`src/rtl/alu_add16_arbiter.sv`:
```
// alu_add16_arbiter: round-robin sharing of one 16-bit adder among NREQ requesters.
// Define ALU_ARB_SAT_EN to saturate rsp_out to 16'hFFFF when the adder overflows.
module alu_add16 (
    input  logic [15:0] a,
    input  logic [15:0] b,
    input  logic        cin,
    output logic [15:0] sum,
    output logic        cout
);
    assign {cout, sum} = {1'b0, a} + {1'b0, b} + {16'd0, cin};
endmodule

module alu_add16_arbiter #(
    parameter int NREQ = 4,
    parameter int IDW  = 2
) (
    input  logic                 clk,
    input  logic                 rst,
    input  logic [NREQ-1:0]      req_valid,
    input  logic [16*NREQ-1:0]   req_a,
    input  logic [16*NREQ-1:0]   req_b,
    output logic [NREQ-1:0]      req_ready,
    output logic                 rsp_valid,
    input  logic                 rsp_ready,
    output logic [15:0]          rsp_out,
    output logic                 rsp_overflow,
    output logic [IDW-1:0]       rsp_id,
    output logic [15:0]          busy_cnt
);
    logic [IDW-1:0]  ptr;
    logic [IDW-1:0]  gidx;
    logic [IDW:0]    s;
    logic            found;
    logic            can_accept;
    logic            grant;
    logic [NREQ-1:0] onehot;
    logic [15:0]     a_sel;
    logic [15:0]     b_sel;
    logic [15:0]     sum;
    logic [15:0]     sum_fin;
    logic            carry;

    assign can_accept = !rsp_valid || rsp_ready;
    assign grant      = found && can_accept && !rst;
    assign req_ready  = grant ? onehot : '0;

    // Scan ptr, ptr+1, ... wrapping at NREQ; first valid requester wins.
    always_comb begin
        found = 1'b0;
        gidx  = '0;
        s     = '0;
        for (int k = 0; k < NREQ; k++) begin
            s = {1'b0, ptr} + (IDW+1)'(k);
            if (s >= (IDW+1)'(NREQ)) s = s - (IDW+1)'(NREQ);
            if (!found && req_valid[s[IDW-1:0]]) begin
                found = 1'b1;
                gidx  = s[IDW-1:0];
            end
        end
    end

    always_comb begin
        a_sel  = '0;
        b_sel  = '0;
        onehot = '0;
        for (int i = 0; i < NREQ; i++) begin
            if (gidx == IDW'(i)) begin
                a_sel     = req_a[16*i +: 16];
                b_sel     = req_b[16*i +: 16];
                onehot[i] = 1'b1;
            end
        end
    end

    alu_add16 u_add (
        .a    (a_sel),
        .b    (b_sel),
        .cin  (1'b0),
        .sum  (sum),
        .cout (carry)
    );

`ifdef ALU_ARB_SAT_EN
    assign sum_fin = carry ? 16'hFFFF : sum;
`else
    assign sum_fin = sum;
`endif

    always_ff @(posedge clk) begin
        if (rst) begin
            ptr          <= '0;
            rsp_valid    <= 1'b0;
            rsp_out      <= '0;
            rsp_overflow <= 1'b0;
            rsp_id       <= '0;
            busy_cnt     <= '0;
        end else begin
            if (grant) begin
                rsp_valid    <= 1'b1;
                rsp_out      <= sum_fin;
                rsp_overflow <= carry;
                rsp_id       <= gidx;
                ptr          <= (gidx == IDW'(NREQ-1)) ? '0 : gidx + 1'b1;
            end else if (rsp_ready) begin
                rsp_valid <= 1'b0;
            end
            if (|req_valid && !can_accept && busy_cnt != 16'hFFFF)
                busy_cnt <= busy_cnt + 16'd1;
        end
    end
endmodule

```
`config.mk`:
```
export PLATFORM = sky130hd
export DESIGN_NAME = alu_add16_arbiter
export DESIGN_NICKNAME = d
export VERILOG_FILES = /design/src/rtl/alu_add16_arbiter.sv
export SDC_FILE = /design/constraint.sdc
export NUM_CORES = 1
export LEC_CHECK = 0
export CAP_MARGIN = 5
export CORE_MARGIN = 2
export CORE_UTILIZATION = 40
export CTS_BUF_LIST = sky130_fd_sc_hd__clkbuf_4 sky130_fd_sc_hd__clkbuf_8 sky130_fd_sc_hd__clkbuf_16
export DETAILED_ROUTE_END_ITERATION = 16
export PLACE_DENSITY = 0.89
export SKIP_CTS_REPAIR_TIMING = 1
export SLEW_MARGIN = 20
export SYNTH_ARGS = -nofsm -noshare
export SYNTH_HDL_FRONTEND = slang
export SYNTH_SLANG_ARGS = --single-unit
```
`constraint.sdc`:
```
create_clock -name clk -period 5.85 [get_ports clk]
set_input_delay 1.4625 -clock clk [delete_from_list [all_inputs] [get_ports clk]]
set_output_delay 1.4625 -clock clk [all_outputs]
set_load 0.05 [all_outputs]
```
==> reports/qor.txt <==
Congestion Overflow GR: 0
setup slack, reg-to-reg: 1.56 ns
RSZ-0062 raised after global routing: no
Least-Margin Pin Slew: 0.6097 ns
Die Y: 94.46 um
count leader, synth: nand2_1
Crit Reg-Reg Startpoint: ptr[1]
peak supply drop: 0.0001123 V
period utilization: 93.64%
Cell Area, Synth: 0.003273 mm^2
DIE AREA: 0.008923 mm^2
Worst Skew: 0.005394 ns
IO Port Bufs: 174
Hold Path Depth: 2
via count: 4057
asr flop ratio synth: 0%
reg2reg end: rsp_out[15]
CP Max Fanout: 37
worst path cell trace: clkdlybuf4s50_1 > mux2i_1 > nor2_1 > a311oi_1 > buf_4 > ha_1 > buf_4 > a22oi_1 > nor2_1 > a21oi_1 > o21ai_0 > ha_1 > a21oi_1 > nor2_1 > o211ai_1 > a211oi_1 > or3_1 > a32o_1
DR pass1 iterations: 5
largest net degree at the start of global routing: 44
CP Data Arrival Time: 5.66 ns
CP startpoint kind: input port
Netlist cell types: 47
synth warn: 0
post-synthesis sequential area ratio: 23.24%
initial core utilization: 41.71%
worst skew pair latency: 0.29 ns
leading area contributor after synthesis: dfxtp_1
Hold EP: rsp_out[10]
worst-case clock buffer depth: 2
Diodes inserted: 0
first-pass GRT wire length: 18310 um
vias per cell: 5.490
GP Congestion: 0.9065
root buffer cell: clkbuf_8
gate count of the mapped netlist: 475
number of synthesized register bits: 38
Final setup viols: 0
Initial DRC Count: 214
critical path capture point type: flip-flop
P_leak: 2.057 nW
I/O pins: 175
Max-slew headroom: 59.35%
min-delay src: rsp_out[10]
max-cap viol count: 0
P&R area growth vs syn: 60.40%
vias in the first global route: 4117
top-area cell type share of the netlist area: 23.24%
ANT nets after route: 0
die width: 94.46 um
WL final: 11340 um
CP dominant cell by count: nor2_1
Worst-path clk slew: 0.07 ns
Commonest cells post-synth: 68 x nand2_1, 65 x nor2_1, 63 x a21oi_1
Slowest cell on crit path: clkdlybuf4s50_1
HPWL Detailed: 9291 um
Final Hold Fails: 0
syn avg cell area: 6.891 um^2
Worst EP required: 6.03 ns
setup tns final: 0 ns
dpl ws: 0.09921 ns
final slew viol count: 0
wire length per cell: 15.34 um
Fill cells: 685
post-layout net count: 793
Bufs and invs on worst path: 3
PD cells: 296.6 mW/mm^2
drt drc: 0
Num CTS Buffers: 5
Tmin final: 5.478 ns
cell family with the largest share of critical-path delay: compound AO/OA/AOI/OAI gates
core area: 0.007848 mm^2
Worst Setup Path Type: input port to flip-flop
H-tree depth: 2
row count: 32
top cells by area, synth: dfxtp_1 23%, a21oi_1 9.6%, ha_1 8.0%
R2R depth: 17
fmax: 182.6 MHz
critical path's largest stage delay: 0.50 ns
Most used DFF post-synth: dfxtp_1
Net Count, Synth: 632
class of the worst hold path: flip-flop to flip-flop
dpl cell area: 0.005136 mm^2
CTS tree: built
initial antenna violation count: 0
Total Power: 0.001557 W
GRT Util Overall: 25.24%
setup ws final: 0.3723 ns
Sink Count: 38
finished layout cell area: 0.005250 mm^2
EDFF count, synth: 0
share of cells above drive strength 1: 5.338%
outcome: finished clean
-- logic make-up (layout without fill, tap and decap cells) --
| logic type | Yosys count | count (layout) | synth area share (%) |
|---|---|---|---|
| XOR/XNOR | 25 | 25 | 6.690 |
| flip-flops | 38 | 38 | 23.24 |
| adder cells (fa/ha/maj) | 22 | 22 | 8.639 |
| AND/OR/NAND/NOR | 185 | 185 | 25.31 |
| buffers and inverters | 37 | 199 | 4.549 |
| AO/OA/AOI/OAI | 164 | 164 | 30.35 |
| multiplexers | 4 | 4 | 1.223 |
-- registers in the layout, summed over array words and instances, names as in the netlist --
name	cells
ptr	2
rsp_overflow	1
rsp_id	2
rsp_valid	1
rsp_out	16
busy_cnt	16
-- power by group --
part / switching [W] / leakage, nW / internal, W / total (W)
Clock: 0.0000925 / 0.0579 / 0.000125 / 0.000218
Sequential: 0.0000300 / 0.311 / 0.000308 / 0.000338
Combinational: 0.000583 / 1.69 / 0.000418 / 0.00100
Total: 0.000705 / 2.06 / 0.000852 / 0.00156
-- cells in the final DEF, fill, tap and decap left out, types with 2 or more instances in the layout --
| cell | count |
|---|---|
| buf_4 | 11 |
| a22o_1 | 2 |
| buf_12 | 3 |
| ha_2 | 2 |
| nor2b_1 | 4 |
| nand2b_1 | 2 |
| clkinv_2 | 2 |
| o21ai_1 | 2 |
| and4_1 | 2 |
| clkdlybuf4s50_1 | 171 |
| nor2_1 | 65 |
| a211oi_2 | 2 |
| xor2_1 | 15 |
| xnor2_1 | 10 |
| nand4_1 | 6 |
| and3_1 | 6 |
| o211ai_1 | 2 |
| a31oi_1 | 4 |
| clkbuf_8 | 5 |
| inv_1 | 6 |
| nand3_1 | 10 |
| o21ai_0 | 41 |
| a211oi_1 | 5 |
| a41oi_1 | 2 |
| nand3b_1 | 2 |
| a21oi_1 | 63 |
| and2_1 | 6 |
| nor3_1 | 4 |
| dfxtp_1 | 38 |
| a21o_1 | 6 |
| mux2i_1 | 4 |
| nand2_1 | 68 |
| ha_1 | 19 |
| nor3b_1 | 3 |
| a22oi_1 | 28 |
-- per-stage QoR --
step           utilization (%)  instances  hold slack [ns]
5_1_grt                  66.90        739           0.4791
6_report                 66.90        739           0.4550
3_5_place_dp             65.45        731           0.4487
4_1_cts                  66.84        739           0.4580
3_3_place_gp             65.45        731           0.4396
2_1_floorplan                -        475           0.4910
-- metal layers --
layer  wire (um)  global-route usage (%)  vias up
met1        4541                   29.51     1844
met3         796                   5.108       29
met4         341                   8.816        0
li1            -                       -     2014
met2        5659                   45.65      170
met5           0                       0        -
-- worst reg2reg max path, stage by stage (launching register included) --
cell and delay (ns):
dfxtp_1 0.44, mux2i_1 0.21, nor2_1 0.06, a311oi_1 0.28, buf_4 0.19, ha_1 0.21
buf_4 0.35, a22oi_1 0.21, nor2_1 0.13, a21oi_1 0.05, o21ai_0 0.38, ha_1 0.31
a21oi_1 0.21, nor2_1 0.11, o211ai_1 0.30, a211oi_1 0.14, or3_1 0.35, a32o_1 0.24
-- how the worst max path moves through the flow --
| stage | to | start | slack (ns) | depth (start not counted) |
|---|---|---|---|---|
| after detailed placement | rsp_overflow | req_valid[0] | 0.1 | 20 |
| after global routing | rsp_out[15] | req_valid[0] | 0.009 | 20 |
| after floorplan | rsp_overflow | req_valid[2] | 0.63 | 20 |
| after global placement | rsp_overflow | req_valid[0] | 0.27 | 20 |
| after CTS | rsp_overflow | req_valid[0] | 0.38 | 20 |
| final | rsp_out[15] | req_valid[0] | 0.37 | 18 |
-- area by class of cell --
type,instances,area [um^2],share of cell area [%]
clock buffers,5,68.82,1.311
flip-flops and latches,38,760.7,14.49
inverters,6,22.52,0.4290
clock inverters,3,40.04,0.7626
well taps,102,127.6,2.431
repair buffers,185,1854,35.32
multi-input cells,400,2376,45.26
No activity file was read; power rests on OpenSTA's default activity.
